--- src/rtl/systolic_pkg.sv ---
// Shared types and constants for the 2x2 systolic multiplier front end.
package systolic_pkg;

    localparam int DATA_W_DEF  = 8;
    localparam int ACC_W_DEF   = 16;
    localparam int NUM_SLOTS   = 8;
    localparam int FEED_CYCLES = 3;

    // Buffer slots follow the serial arrival order of the operand stream.
    localparam int A00 = 0;
    localparam int A01 = 1;
    localparam int A10 = 2;
    localparam int A11 = 3;
    localparam int B00 = 4;
    localparam int B01 = 5;
    localparam int B10 = 6;
    localparam int B11 = 7;

    typedef enum logic [2:0] {
        LOAD,
        CLEAR,
        FEED,
        DRAIN,
        DONE
    } state_e;

endpackage

--- src/rtl/systolic_feed_ctrl_if.sv ---
// Operand stream, array edge and result stream signals of the feed controller.
interface systolic_feed_ctrl_if
    import systolic_pkg::*;
#(
    parameter int DATA_W = DATA_W_DEF,
    parameter int ACC_W  = ACC_W_DEF
);
    logic              in_valid;
    logic              in_ready;
    logic [DATA_W-1:0] in_data;

    logic [DATA_W-1:0] a_row0;
    logic [DATA_W-1:0] a_row1;
    logic [DATA_W-1:0] b_col0;
    logic [DATA_W-1:0] b_col1;
    logic              pe_clear;

    logic [ACC_W-1:0]  c00;
    logic [ACC_W-1:0]  c01;
    logic [ACC_W-1:0]  c10;
    logic [ACC_W-1:0]  c11;

    logic              res_valid;
    logic              res_ready;
    logic [ACC_W-1:0]  r00;
    logic [ACC_W-1:0]  r01;
    logic [ACC_W-1:0]  r10;
    logic [ACC_W-1:0]  r11;
    logic              busy;

    // master: the surroundings (source, array, sink); slave: the controller.
    modport master (
        output in_valid, in_data, res_ready, c00, c01, c10, c11,
        input  in_ready, a_row0, a_row1, b_col0, b_col1, pe_clear,
               res_valid, r00, r01, r10, r11, busy
    );

    modport slave (
        input  in_valid, in_data, res_ready, c00, c01, c10, c11,
        output in_ready, a_row0, a_row1, b_col0, b_col1, pe_clear,
               res_valid, r00, r01, r10, r11, busy
    );

endinterface

--- src/rtl/systolic_feed_ctrl_skew_sched.sv ---
// Skewed operand schedule: maps feed index k and the buffered matrices to edge operands.
module skew_sched
    import systolic_pkg::*;
#(
    parameter int DATA_W = DATA_W_DEF
) (
    input  logic              en_i,
    input  logic [1:0]        k_i,
    input  logic [DATA_W-1:0] buf_i [NUM_SLOTS],
    output logic [DATA_W-1:0] a_row0_o,
    output logic [DATA_W-1:0] a_row1_o,
    output logic [DATA_W-1:0] b_col0_o,
    output logic [DATA_W-1:0] b_col1_o
);

    always_comb begin
        a_row0_o = '0;
        a_row1_o = '0;
        b_col0_o = '0;
        b_col1_o = '0;
        if (en_i) begin
            case (k_i)
                2'd0: begin
                    a_row0_o = buf_i[A00];
                    b_col0_o = buf_i[B00];
                end
                2'd1: begin
                    a_row0_o = buf_i[A01];
                    a_row1_o = buf_i[A10];
                    b_col0_o = buf_i[B10];
                    b_col1_o = buf_i[B01];
                end
                2'd2: begin
                    a_row1_o = buf_i[A11];
                    b_col1_o = buf_i[B11];
                end
                default: ;
            endcase
        end
    end

endmodule

--- src/rtl/systolic_feed_ctrl.sv ---
// Front-end controller for the 2x2 systolic multiplier: buffers two matrices,
// feeds the skewed operands into the array and hands the captured products downstream.
module systolic_feed_ctrl
    import systolic_pkg::*;
#(
    parameter int DATA_W       = DATA_W_DEF,
    parameter int ACC_W        = ACC_W_DEF,
    parameter int DRAIN_CYCLES = 4
) (
    input  logic                clk,
    input  logic                reset,
    systolic_feed_ctrl_if.slave bus
);

    state_e            state_q;
    logic [2:0]        beat_cnt_q;
    logic [3:0]        cnt_q;
    logic [DATA_W-1:0] buf_q [NUM_SLOTS];

    logic [DATA_W-1:0] a_row0_q, a_row1_q, b_col0_q, b_col1_q;
    logic [DATA_W-1:0] a_row0_d, a_row1_d, b_col0_d, b_col1_d;
    logic              pe_clear_q;
    logic              res_valid_q;
    logic [ACC_W-1:0]  r00_q, r01_q, r10_q, r11_q;

    logic              sched_en;
    logic [1:0]        sched_k;

    // Operands are registered, so the schedule looks one feed step ahead of cnt_q.
    always_comb begin
        sched_en = 1'b0;
        sched_k  = '0;
        case (state_q)
            CLEAR: sched_en = 1'b1;
            FEED: begin
                if (cnt_q != 4'(FEED_CYCLES - 1)) begin
                    sched_en = 1'b1;
                    sched_k  = cnt_q[1:0] + 2'd1;
                end
            end
            default: ;
        endcase
    end

    skew_sched #(
        .DATA_W (DATA_W)
    ) u_skew_sched (
        .en_i     (sched_en),
        .k_i      (sched_k),
        .buf_i    (buf_q),
        .a_row0_o (a_row0_d),
        .a_row1_o (a_row1_d),
        .b_col0_o (b_col0_d),
        .b_col1_o (b_col1_d)
    );

    always_ff @(posedge clk or posedge reset) begin
        if (reset) begin
            state_q     <= LOAD;
            beat_cnt_q  <= '0;
            cnt_q       <= '0;
            pe_clear_q  <= 1'b0;
            a_row0_q    <= '0;
            a_row1_q    <= '0;
            b_col0_q    <= '0;
            b_col1_q    <= '0;
            res_valid_q <= 1'b0;
            r00_q       <= '0;
            r01_q       <= '0;
            r10_q       <= '0;
            r11_q       <= '0;
            for (int unsigned i = 0; i < NUM_SLOTS; i++) begin
                buf_q[i] <= '0;
            end
        end else begin
            pe_clear_q <= 1'b0;
            a_row0_q   <= a_row0_d;
            a_row1_q   <= a_row1_d;
            b_col0_q   <= b_col0_d;
            b_col1_q   <= b_col1_d;
            case (state_q)
                LOAD: begin
                    if (bus.in_valid) begin
                        buf_q[beat_cnt_q] <= bus.in_data;
                        if (beat_cnt_q == 3'(NUM_SLOTS - 1)) begin
                            beat_cnt_q <= '0;
                            pe_clear_q <= 1'b1;
                            state_q    <= CLEAR;
                        end else begin
                            beat_cnt_q <= beat_cnt_q + 3'd1;
                        end
                    end
                end
                CLEAR: begin
                    cnt_q   <= '0;
                    state_q <= FEED;
                end
                FEED: begin
                    if (cnt_q == 4'(FEED_CYCLES - 1)) begin
                        cnt_q   <= '0;
                        state_q <= DRAIN;
                    end else begin
                        cnt_q <= cnt_q + 4'd1;
                    end
                end
                DRAIN: begin
                    if (cnt_q == 4'(DRAIN_CYCLES - 1)) begin
                        cnt_q       <= '0;
                        res_valid_q <= 1'b1;
                        r00_q       <= bus.c00;
                        r01_q       <= bus.c01;
                        r10_q       <= bus.c10;
                        r11_q       <= bus.c11;
                        state_q     <= DONE;
                    end else begin
                        cnt_q <= cnt_q + 4'd1;
                    end
                end
                DONE: begin
                    if (bus.res_ready) begin
                        res_valid_q <= 1'b0;
                        state_q     <= LOAD;
                    end
                end
                default: state_q <= LOAD;
            endcase
        end
    end

    assign bus.in_ready  = (state_q == LOAD);
    assign bus.busy      = (state_q != LOAD);
    assign bus.pe_clear  = pe_clear_q;
    assign bus.a_row0    = a_row0_q;
    assign bus.a_row1    = a_row1_q;
    assign bus.b_col0    = b_col0_q;
    assign bus.b_col1    = b_col1_q;
    assign bus.res_valid = res_valid_q;
    assign bus.r00       = r00_q;
    assign bus.r01       = r01_q;
    assign bus.r10       = r10_q;
    assign bus.r11       = r11_q;

endmodule

--- src/flat_wrapper.sv ---
// flat-port wrapper written by rule: the top's interface ports become plain ports
module systolic_feed_ctrl_flat import systolic_pkg::*;
#(
    parameter int DATA_W       = DATA_W_DEF,
    parameter int ACC_W        = ACC_W_DEF,
    parameter int DRAIN_CYCLES = 4
)
  (clk, reset, bus_in_valid, bus_in_data, bus_res_ready, bus_c00, bus_c01, bus_c10, bus_c11, bus_in_ready, bus_a_row0, bus_a_row1, bus_b_col0, bus_b_col1, bus_pe_clear, bus_res_valid, bus_r00, bus_r01, bus_r10, bus_r11, bus_busy);
  systolic_feed_ctrl_if #(.DATA_W(DATA_W), .ACC_W(ACC_W)) bus_i ();
  input  logic clk;
  input  logic reset;
  input wire logic [$bits(bus_i.in_valid)-1:0] bus_in_valid;
  input wire logic [$bits(bus_i.in_data)-1:0] bus_in_data;
  input wire logic [$bits(bus_i.res_ready)-1:0] bus_res_ready;
  input wire logic [$bits(bus_i.c00)-1:0] bus_c00;
  input wire logic [$bits(bus_i.c01)-1:0] bus_c01;
  input wire logic [$bits(bus_i.c10)-1:0] bus_c10;
  input wire logic [$bits(bus_i.c11)-1:0] bus_c11;
  output wire logic [$bits(bus_i.in_ready)-1:0] bus_in_ready;
  output wire logic [$bits(bus_i.a_row0)-1:0] bus_a_row0;
  output wire logic [$bits(bus_i.a_row1)-1:0] bus_a_row1;
  output wire logic [$bits(bus_i.b_col0)-1:0] bus_b_col0;
  output wire logic [$bits(bus_i.b_col1)-1:0] bus_b_col1;
  output wire logic [$bits(bus_i.pe_clear)-1:0] bus_pe_clear;
  output wire logic [$bits(bus_i.res_valid)-1:0] bus_res_valid;
  output wire logic [$bits(bus_i.r00)-1:0] bus_r00;
  output wire logic [$bits(bus_i.r01)-1:0] bus_r01;
  output wire logic [$bits(bus_i.r10)-1:0] bus_r10;
  output wire logic [$bits(bus_i.r11)-1:0] bus_r11;
  output wire logic [$bits(bus_i.busy)-1:0] bus_busy;
  assign bus_i.in_valid = bus_in_valid;
  assign bus_i.in_data = bus_in_data;
  assign bus_i.res_ready = bus_res_ready;
  assign bus_i.c00 = bus_c00;
  assign bus_i.c01 = bus_c01;
  assign bus_i.c10 = bus_c10;
  assign bus_i.c11 = bus_c11;
  assign bus_in_ready = bus_i.in_ready;
  assign bus_a_row0 = bus_i.a_row0;
  assign bus_a_row1 = bus_i.a_row1;
  assign bus_b_col0 = bus_i.b_col0;
  assign bus_b_col1 = bus_i.b_col1;
  assign bus_pe_clear = bus_i.pe_clear;
  assign bus_res_valid = bus_i.res_valid;
  assign bus_r00 = bus_i.r00;
  assign bus_r01 = bus_i.r01;
  assign bus_r10 = bus_i.r10;
  assign bus_r11 = bus_i.r11;
  assign bus_busy = bus_i.busy;
  systolic_feed_ctrl #(.DATA_W(DATA_W), .ACC_W(ACC_W), .DRAIN_CYCLES(DRAIN_CYCLES)) u_core (.clk(clk), .reset(reset), .bus(bus_i));
endmodule
--- config.mk ---
export PLATFORM = sky130hd
export DESIGN_NAME = systolic_feed_ctrl_flat
export DESIGN_NICKNAME = d
export VERILOG_FILES = /design/src/rtl/systolic_pkg.sv /design/src/rtl/systolic_feed_ctrl_if.sv /design/src/rtl/systolic_feed_ctrl_skew_sched.sv /design/src/rtl/systolic_feed_ctrl.sv /design/src/flat_wrapper.sv
export SDC_FILE = /design/constraint.sdc
export NUM_CORES = 1
export LEC_CHECK = 0
export BUFFER_PORTS_ARGS = -buffer_cell sky130_fd_sc_hd__buf_2
export CAP_MARGIN = 20
export CORE_MARGIN = 2
export CORE_UTILIZATION = 49
export CTS_BUF_LIST = sky130_fd_sc_hd__clkbuf_4 sky130_fd_sc_hd__clkbuf_8
export CTS_CLUSTER_DIAMETER = 100
export DETAILED_ROUTE_END_ITERATION = 10
export HOLD_SLACK_MARGIN = 0.02
export PLACE_DENSITY = 0.78
export SETUP_SLACK_MARGIN = 0.4
export SLEW_MARGIN = 20
export SYNTH_ARGS = -nofsm -noshare
export SYNTH_HDL_FRONTEND = slang
export SYNTH_SLANG_ARGS = --single-unit
--- constraint.sdc ---
create_clock -name clk -period 5.75 [get_ports clk]
set_clock_uncertainty 0.05 [all_clocks]
set_input_delay 1.4375 -clock clk [delete_from_list [all_inputs] [get_ports clk]]
set_output_delay 1.4375 -clock clk [all_outputs]
set_load 0.05 [all_outputs]
==> impl_results.md, run 1 <==
- Ratio of cells with drive above 1 in the final layout: 0.541
- Worst Tran Pin Value: 0.794 ns
- Final number of setup-violating endpoints: 0
- Die W: 121 um
- Number of nets with antenna violations after detailed routing: 0
- Leak Pwr: 4.02 nW
- Commonest non-fill, non-tap cell in the layout: sky130_fd_sc_hd__buf_2
- Maximum level of the CTS H-tree: 4
- Summed instance area of the synthesized netlist: 6700 um2
- Count of max-cap constraint violations: 0
- Crit path buf inv count: 1
- CP required: 4.26 ns
- Vias post-DR: 4268
- Power density over the cells: 621 nW/um2
- Routed WL: 13800 um
- Final nets: 716
- Number of I/O port buffers: 175
- Met1 track demand over resource: 0.248
- Critical setup path kind: reg2out
- Number of diodes added for antenna fixing: 0
- Global route hottest layer: met2
- Clock latency on the worst-skew pair: 0.44 ns
- Category of the worst setup path capture point: primary output
- Flops & latches, synth: 172
- Setup_tns: 0 ns
- Filler Cell Count: 1014
- First-pass GRT wire length: 22100 um
- Remaining design rule violation count: 0
- Outcome: complete, no violations
- Routed WL per cell: 16.7 um
- Overall global routing resource usage: 0.195
- Netlist cell types: 37
- Setup repair bufs after CTS: 0
- Dpl ws: 2.28 ns
- Area taken by multi-input logic gates: 2270 um2
- Highest fanout seen on the critical path: 13
- Via count of the first global-routing pass: 4417
- CP startpoint kind: flop
- Routed vias/inst: 5.19
- Initial core utilization: 0.504
- DR pass1 iterations: 4
- Final number of hold-violating endpoints: 0
- Grt ovf: 0
- Worst path top cell family by delay: flip-flops
- Min-Delay Path Class: reg2reg
- Synth Area per Inst: 14.6 um2
- Slew headroom: 0.470
- CP max stage cell: sky130_fd_sc_hd__dfrtp_1
- Met2 Use GR: 0.319
- Fin worst setup slack: 2.65 ns
- Pint: 2.76 mW
- Final Wtd Congestion: 0.784
- Syn Nets: 542
- Largest stage delay, worst path: 0.52 ns
- Post-synthesis cell count: 460
- Sequential cell area: 4300 um2
- Number of DRC violations after detailed-routing iteration 0: 219
- Period utilization: 0.540
- Sw frac: 0.451
- Portion of total power attributed to the clock network: 0.147
- Cell row count: 42
- Maximum buffer depth of the clock tree: 2
- Max-slew violation count: 0
- Clock root buffer master: sky130_fd_sc_hd__clkbuf_8
- Ordered cell list for the critical path: nor3_1 -> buf_2
- Die area: 14600 um2
- Commonest non-fill, non-tap cells in the layout: sky130_fd_sc_hd__buf_2 (175), sky130_fd_sc_hd__dfrtp_1 (172), sky130_fd_sc_hd__mux2_2 (129), sky130_fd_sc_hd__nor2_1 (38), sky130_fd_sc_hd__a22oi_1 (32)
- Number of clock buffers inserted by TritonCTS: 17
- I/O pin count: 176
- Half-perimeter wire length after placement: 9970 um
- Area growth, synth to finish: 20.7%
- Overall die height: 121 um
- Pin count of the biggest net entering global routing: 86
- Total power draw: 5.02 mW
- Combinational group share of total power: 0.454
- CTS clk-pin slew, worst paths: 0.08 ns
- Post-cts sizing count: 0
- CTS Hold Bufs: 0
- Core region area: 13300 um2
- Number of antenna violations at the first check in global routing: 0
- Peak VDD IR: 0.303 mV
- Switching pwr: 2.27 mW
- Synthesis Warnings: 0
- Sequential group share of total power: 0.399
- Highest attainable clock frequency: 0.322 GHz
- Min Clock Period, post-route: 3.10 ns
- Portion of the post-synthesis area used by sequential elements: 0.642
- Endpoint arrival time on the critical path: 1.62 ns
- Met3 capacity usage during global routing: 0.0545
- TritonCTS sink count: 172
- Unrepaired setup endpoints after global routing: false
- TritonCTS clock tree: yes
## area by class of cell
| type | instances | area share |
|---|---|---|
| clock buffers | 19 | 0.0323 |
| inverters | 7 | 0.00371 |
| well taps | 176 | 0.0272 |
| flip-flops and latches | 172 | 0.532 |
| clock inverters | 13 | 0.0113 |
| multi-input cells | 257 | 0.281 |
| repair buffers | 179 | 0.112 |
## metrics by stage
| stage | instance area, um2 | instances | hold WS, ns | util |
|---|---|---|---|---|
| 2_1_floorplan | 6710 | 460 | 0.426 | - |
| 3_3_place_gp | 7730 | 791 | 0.434 | 0.582 |
| 3_5_place_dp | 7730 | 791 | 0.441 | 0.582 |
| 4_1_cts | 8090 | 823 | 0.459 | 0.608 |
| 6_report | 8090 | 823 | 0.455 | 0.608 |
| 5_1_grt | 8090 | 823 | 0.475 | 0.608 |
## worst register-to-register path, stage by stage (launching register included)
cell                      delay, ns
sky130_fd_sc_hd__dfrtp_1       0.52
sky130_fd_sc_hd__or3b_2        0.54
sky130_fd_sc_hd__or2_2         0.31
sky130_fd_sc_hd__nor2_1        0.14
sky130_fd_sc_hd__ha_1          0.24
sky130_fd_sc_hd__or3b_2        0.62
sky130_fd_sc_hd__nor2_1        0.22
## power groups by stage
stage	logic (mW)	clock network, mW	registers [mW]
2_1_floorplan	0.870	0	2.89
3_3_place_gp	2.26	0	1.99
3_5_place_dp	2.30	0	2.03
4_1_cts	2.31	0.766	2.00
5_1_grt	2.42	0.822	2.07
6_report	2.28	0.739	2.00
## state kept, by name, summed over array words and instances, names as in the netlist
signal / flops
u_core.bus.a_row1: 8
u_core.bus.a_row0: 8
u_core.bus.r00: 16
u_core.bus.r01: 16
u_core.buf_q: 64
u_core.state_q: 3
u_core.bus.r10: 16
u_core.bus.b_col1: 8
u_core.bus.r11: 16
u_core.beat_cnt_q: 3
u_core.cnt_q: 4
u_core.bus.b_col0: 8
u_core.bus.pe_clear: 1
u_core.bus.res_valid: 1
## synthesized netlist by cell type (all sizes together)
library cell | n | area share
a21oi | 2 | 0.0015
dfrtp | 172 | 0.64
or2 | 2 | 0.0019
nand2 | 6 | 0.0034
a41oi | 1 | 0.0013
nand2b | 5 | 0.0047
clkbuf | 13 | 0.0077
a21o | 2 | 0.0022
nor2 | 40 | 0.023
buf | 11 | 0.0086
nor3 | 4 | 0.0047
mux2 | 129 | 0.22
a31o | 1 | 0.0013
or3b | 2 | 0.0026
and3 | 2 | 0.0019
ha | 6 | 0.011
nor3b | 4 | 0.0078
a211o | 1 | 0.0013
and2 | 1 | 0.00093
or3 | 1 | 0.00093
a22oi | 32 | 0.036
inv | 7 | 0.0039
a31oi | 2 | 0.0019
o32ai | 1 | 0.0013
o22ai | 1 | 0.00093
nand3b | 2 | 0.0022
nand3 | 3 | 0.0022
or4b | 1 | 0.0015
o21ai | 5 | 0.0037
or2b | 1 | 0.0011
## per-layer routing
| metal | wire [um] | share of wire |
|---|---|---|
| met1 | 5740 | 0.42 |
| met2 | 6810 | 0.49 |
| met3 | 921 | 0.067 |
| met4 | 295 | 0.021 |
| met5 | 0 | 0 |
## logic make-up (layout without fill, tap and decap cells)
family / after synthesis / count (layout) / synth area share
flops: 172 / 172 / 0.642
mux: 129 / 129 / 0.217
simple gates: 74 / 74 / 0.0586
compound gates: 48 / 48 / 0.0513
buf+inv: 31 / 218 / 0.0202
fa+ha+maj: 6 / 6 / 0.0112
## path summary, 6_finish.rpt
| path | from | endpoint | slack, ns | cells after the start |
|---|---|---|---|---|
| worst max-delay path | u_core.state_q[2] | bus_in_ready | 2.65 | 2 |
| worst max register to register | u_core.state_q[2] | u_core.bus.b_col1[3] | 3.03 | 6 |
| worst min-delay path | u_core.bus.r00[12] | u_core.bus.r00[12] | 0.45 | 1 |
| worst min register to register | u_core.bus.r00[12] | u_core.bus.r00[12] | 0.45 | 1 |
| min in group asynchronous | reset | u_core.bus.r01[4] | 0.99 | 2 |
| max in group asynchronous | reset | u_core.buf_q[11] | 3.53 | 3 |
(Power assumes the default switching activity.)
==> run 2: changes to the inputs <==
Settings changed: CORE_UTILIZATION 49 to 54, PLACE_DENSITY 0.78 to 0.81.
Clock period 5.75 ns to 3.1 ns, I/O delays scaled along.
==> impl_results.md, run 2 (synthesized netlist as in run 1, its figures left out) <==
- Final cell count without fillers: 814 (-1.1%)
- CP startpoint kind: flop
- Period utilization: 0.830
- Number of nets with antenna violations after detailed routing: 0 (unchanged)
- Peak VDD IR: 0.662 mV (+120%)
- Category of the worst setup path capture point: flop
- Number of diodes added for antenna fixing: 0 (unchanged)
- Area growth, synth to finish: 22.5%
- Setup_tns: 0 ns (unchanged)
- Post-layout instance area: 8210 um2 (+1.5%)
- Number of clock buffers inserted by TritonCTS: 17 (unchanged)
- Overall global routing resource usage: 0.220 (+0.0245)
- Maximum level of the CTS H-tree: 4 (unchanged)
- Number of antenna violations at the first check in global routing: 0 (unchanged)
- Final core occ: 0.681 (+0.0726)
- Power density over the cells: 1180 nW/um2 (+90%)
- CTS clk-pin slew, worst paths: 0.08 ns (about the same)
- Initial core utilization: 0.556 (+0.0516)
- Cell Count Post-Placement: 782 (-1.1%)
- TritonCTS sink count: 172 (unchanged)
- Count of max-cap constraint violations: 0 (unchanged)
- Routed vias/inst: 5.21 (+0.54%)
- Fin Hold WS: 0.456 ns (+0.000773 ns)
- Outcome: complete, no violations
- TritonCTS clock tree: yes
- Via count of the first global-routing pass: 4384 (-0.75%)
- Cell area after placement: 7740 um2 (+0.16%)
- Core region area: 12100 um2 (-9.3%)
- Highest fanout seen on the critical path: 64 (+51)
- CTS Hold Bufs: 0 (unchanged)
- Cell row count: 40 (-4.8%)
- Grt ovf: 0 (unchanged)
- Min-Delay Path Class: reg2reg
- Die W: 115 um (-4.6%)
- CP required: 3.38 ns (-0.88 ns)
- Clock root buffer master: sky130_fd_sc_hd__clkbuf_8
- Fin worst setup slack: 0.526 ns (-2.12 ns)
- Max-slew violation count: 0 (unchanged)
- DR pass1 iterations: 4 (unchanged)
- Remaining design rule violation count: 0 (unchanged)
- Final Wtd Congestion: 0.839 (+7.0%)
- Final number of setup-violating endpoints: 0 (unchanged)
- Dpl ws: 0.275 ns (-2.01 ns)
- Commonest non-fill, non-tap cell in the layout: sky130_fd_sc_hd__buf_2
- Largest register by flop count: u_core.buf_q
- Highest attainable clock frequency: 0.389 GHz
- Routed WL: 14100 um (+2.4%)
- Total power draw: 9.71 mW (+93%)
- Final number of hold-violating endpoints: 0 (unchanged)
- Ratio of cells with drive above 1 in the final layout: 0.542 (+0.000837)
- Critical setup path kind: reg2reg
- Worst Tran Pin Value: 0.944 ns (+0.150 ns)
- Leak Pwr: 4.08 nW (+1.6%)
- Number of I/O port buffers: 175 (unchanged)
- Endpoint arrival time on the critical path: 2.85 ns (+1.23 ns)
- I/O pin count: 176 (unchanged)
- Number of DRC violations after detailed-routing iteration 0: 280 (+28%)
- Final nets: 716 (unchanged)
- Commonest non-fill, non-tap cells in the layout: sky130_fd_sc_hd__buf_2 (175), sky130_fd_sc_hd__dfrtp_1 (172), sky130_fd_sc_hd__mux2_2 (129), sky130_fd_sc_hd__nor2_1 (38), sky130_fd_sc_hd__a22oi_1 (32)
- Filler Cell Count: 894 (-12%)
- Flip-flop count of the largest register after layout: 64 (unchanged)
- R2r setup slk: 0.53 ns (-2.50 ns)
- First-pass GRT wire length: 22300 um (+1.2%)
- Half-perimeter wire length after placement: 9630 um (-3.4%)
- Min Clock Period, post-route: 2.57 ns
- Overall die height: 115 um (-4.6%)
- Slew headroom: 0.371 (-0.0999)
- Die area: 13300 um2 (-9.0%)
- Unrepaired setup endpoints after global routing: true
- Pin count of the biggest net entering global routing: 173 (+100%)
- Routed WL per cell: 17.3 um (+3.6%)
- Maximum buffer depth of the clock tree: 2 (unchanged)
- Clock latency on the worst-skew pair: 0.44 ns (about the same)
- Vias post-DR: 4244 (-0.56%)
## run 2: cell count changes in the layout (fill, tap and decap cells not counted), moves of 2 or more
cell / delta
sky130_fd_sc_hd__buf_12: +3
sky130_fd_sc_hd__buf_4: -2
sky130_fd_sc_hd__bufinv_16: +4
sky130_fd_sc_hd__clkbuf_4: +3
sky130_fd_sc_hd__clkbuf_8: +2
sky130_fd_sc_hd__clkinv_2: -2
sky130_fd_sc_hd__clkinv_4: -2
sky130_fd_sc_hd__clkinvlp_4: -3
sky130_fd_sc_hd__inv_6: -3
## run 2: critical path: stages (launching register included)
cell and delay, ns:
sky130_fd_sc_hd__dfrtp_1 0.49, sky130_fd_sc_hd__ha_1 0.24, sky130_fd_sc_hd__nor3b_1 0.46, sky130_fd_sc_hd__nand3_1 0.30, sky130_fd_sc_hd__nor2_4 0.17, sky130_fd_sc_hd__buf_12 0.30
sky130_fd_sc_hd__mux2_2 0.38
## run 2: worst paths after layout
kind | startpoint | to | cells past startpoint
max reg2reg | u_core.cnt_q[0] | u_core.bus.r01[2] | 6
min in group asynchronous | reset | u_core.bus.r01[4] | 3
min reg2reg | u_core.bus.r01[10] | u_core.bus.r01[10] | 1
max | u_core.cnt_q[0] | u_core.bus.r01[2] | 6
max in group asynchronous | reset | u_core.bus.a_row1[2] | 3
min | u_core.bus.r01[10] | u_core.bus.r01[10] | 1
## run 2: repair_timing
item                       CTS  global route
resized for setup            0             1
hold endpoints to repair     0             0
setup endpoints to repair    0            18
setup buffers                0             1
## run 2: power by group
group          internal, mW  switching (mW)  leakage, nW
clock network         0.984           0.736        0.233
logic                  1.36            2.91         1.66
registers              3.18           0.547         2.19
total                  5.52            4.19         4.08
## run 2: metal layers
| metal | wire, um | GRT usage | up-vias | share of wire |
|---|---|---|---|---|
| li1 | - | - | 1973 | - |
| met1 | 6040 | 0.276 | 2099 | 0.43 |
| met2 | 7020 | 0.372 | 151 | 0.50 |
| met3 | 786 | 0.0560 | 21 | 0.056 |
| met4 | 245 | 0.0787 | 0 | 0.017 |
| met5 | 0 | 0 | - | 0 |
## run 2: area by class of cell
type,count,area (um2),share of cell area
sequential,172,4300,0.524
multi-input combinational,257,2280,0.278
timing repair buffer,179,943,0.115
clock buffer,24,312,0.0379
tap,168,210,0.0256
clock inverter,7,135,0.0165
inverter,7,30.0,0.00366
==> run 3: changes to the inputs <==
Clock period 3.1 ns to 2.6 ns, I/O delays scaled along.
==> impl_results.md, run 3 (synthesized netlist as in run 1, its figures left out) <==
- Outcome: complete, no violations
- Largest register by flop count: u_core.buf_q
- Combinational group share of total power: 0.478 (+0.039)
- Area taken by multi-input logic gates: 2540 um2 (+12%)
- Peak VDD IR: 0.710 mV (+7.2%)
- Number of I/O port buffers: 175 (unchanged)
- Ratio of cells with drive above 1 in the final layout: 0.604 (+0.0626)
- Worst Tran Pin Value: 0.574 ns (-0.370 ns)
- CTS clk-pin slew, worst paths: 0.09 ns (about the same)
- Overall global routing resource usage: 0.230 (+0.0108)
- TritonCTS sink count: 172 (unchanged)
- Unrepaired setup endpoints after global routing: true
- I/O pin count: 176 (unchanged)
- Die area: 13300 um2 (unchanged)
- Min-Delay Path Class: in2async
- Routed WL: 15800 um (+12%)
- Category of the worst setup path capture point: flop
- Period utilization: 0.850 (+0.0200)
- Min Clock Period, post-route: 2.21 ns (-0.363 ns)
- Final number of hold-violating endpoints: 0 (unchanged)
- Clock latency on the worst-skew pair: 0.45 ns (about the same)
- Final number of setup-violating endpoints: 0 (unchanged)
- Fin worst setup slack: 0.389 ns (-0.137 ns)
- Cell area after placement: 8010 um2 (+3.5%)
- CP startpoint kind: flop
- Setup_tns: 0 ns (unchanged)
- CP required: 2.88 ns (-0.50 ns)
- Pin count of the biggest net entering global routing: 66 (-62%)
- Highest fanout seen on the critical path: 8 (-88%)
- First-pass GRT wire length: 23200 um (+3.7%)
- DR pass1 iterations: 5 (+1)
- Max-slew violation count: 0 (unchanged)
- Fin Hold WS: 0.223 ns (-0.233 ns)
- Filler Cell Count: 757 (-15%)
- Power density over the cells: 1360 nW/um2 (+15%)
- Commonest non-fill, non-tap cell in the layout: sky130_fd_sc_hd__buf_2
- Number of antenna violations at the first check in global routing: 1 (+1)
- Maximum buffer depth of the clock tree: 2 (unchanged)
- Leak Pwr: 4.32 nW (+5.8%)
- Portion of total power attributed to the clock network: 0.149 (-0.028)
- Routed vias/inst: 5.34 (+2.3%)
- Cell row count: 40 (unchanged)
- Post-layout instance area: 8810 um2 (+7.2%)
- Vias post-DR: 4530 (+6.7%)
- Remaining design rule violation count: 0 (unchanged)
- Flip-flop count of the largest register after layout: 64 (unchanged)
- Commonest non-fill, non-tap cells in the layout: sky130_fd_sc_hd__buf_2 (173), sky130_fd_sc_hd__dfrtp_1 (168), sky130_fd_sc_hd__mux2_2 (98), sky130_fd_sc_hd__mux2_4 (31), sky130_fd_sc_hd__a22oi_1 (29)
- Sw frac: 0.442 (+0.00992)
- Maximum level of the CTS H-tree: 4 (unchanged)
- Routed WL per cell: 18.6 um (+7.3%)
- CTS Hold Bufs: 0 (unchanged)
- Clock root buffer master: sky130_fd_sc_hd__clkbuf_8
- Grt ovf: 0 (unchanged)
- Endpoint arrival time on the critical path: 2.49 ns (-0.36 ns)
- Count of max-cap constraint violations: 0 (unchanged)
- Overall die height: 115 um (unchanged)
- Number of DRC violations after detailed-routing iteration 0: 281 (+0.36%)
- Final Wtd Congestion: 0.803 (-4.3%)
- Core region area: 12100 um2 (unchanged)
- Switching pwr: 5.30 mW (+26%)
- Highest attainable clock frequency: 0.452 GHz (+16%)
- Initial core utilization: 0.556 (unchanged)
- Sequential cell area: 4310 um2 (+0.12%)
- Ordered cell list for the critical path: buf_4 -> ha_2 -> nor3b_4 -> nand3_2 -> nor2_4 -> buf_6 -> buf_12 -> mux2_2
- Via count of the first global-routing pass: 4471 (+2.0%)
- Critical setup path kind: reg2reg
- TritonCTS clock tree: yes
- Pint: 6.70 mW (+21%)
- Total power draw: 12.0 mW (+24%)
- Area growth, synth to finish: 31.4%
- Half-perimeter wire length after placement: 10300 um (+6.6%)
- Slew headroom: 0.617 (+0.246)
- Largest stage delay, worst path: 0.40 ns (-0.09 ns)
- Die W: 115 um (unchanged)
- Dpl ws: 0.0825 ns (-0.193 ns)
- Sequential group share of total power: 0.373 (-0.011)
- Final nets: 749 (+4.6%)
- Number of nets with antenna violations after detailed routing: 0 (unchanged)
- CP max stage cell: sky130_fd_sc_hd__dfrtp_2
- Number of clock buffers inserted by TritonCTS: 17 (unchanged)
-- run 3: path summary, 6_finish.rpt --
check	startpoint	end	slack, ns	cells after the start
setup / recovery	u_core.cnt_q[0]	u_core.bus.r01[4]	0.39	8
max in group asynchronous	reset	u_core.bus.a_row1[0]	1.58	3
hold / removal	reset	u_core.state_q[0]	0.22	2
hold reg to reg	u_core.bus.r01[15]	u_core.bus.r01[15]	0.46	1
min in group clk	bus_res_ready	u_core.state_q[2]	0.35	2
setup reg to reg	u_core.cnt_q[0]	u_core.bus.r01[4]	0.39	8
-- run 3: layout make-up --
cell class / instances / area share
Clock inverter: 10 / 0.0102
Tap cell: 168 / 0.0239
Timing Repair Buffer: 211 / 0.150
Clock buffer: 22 / 0.0337
Antenna cell: 1 / 0.000284
Inverter: 7 / 0.00341
Multi-Input combinational cell: 258 / 0.289
Sequential cell: 172 / 0.489
-- run 3: critical path, delay by kind of cell (launching register included) --
kind                     cells  cell delay (ns)
buffers and inverters        3             0.44
flip-flops                   1             0.40
adder cells (fa/ha/maj)      1             0.18
multiplexers                 1             0.35
AND/OR/NAND/NOR              3             0.67
-- run 3: layer usage --
metal,global-route usage,wire [um],vias up
met5,0,0,-
met4,0.0876,307,0
met3,0.0696,987,19
met2,0.372,8010,147
met1,0.296,6470,2321
li1,-,-,2043
-- run 3: what timing repair did --
item	4_1_cts	5_1_grt
setup buffers	6	11
gates cloned	1	5
pin swaps	6	9
hold endpoints to repair	0	0
resized for setup	19	23
setup endpoints to repair	129	135
-- run 3: metrics by stage --
step,utilization,std cells
floorplan,-,460
global placement,0.664,793
detailed placement,0.664,793
CTS,0.706,832
global route,0.730,849
finish,0.730,849
-- run 3: power groups by stage --
stage                     clock (mW)  combinational, mW  sequential [mW]
final                           1.78               5.74             4.47
after global routing            1.95               6.04             4.60
after CTS                       1.83               5.53             4.44
after detailed placement           0               5.31             4.49
after global placement             0               5.18             4.42
after floorplan                    0               2.13             6.41
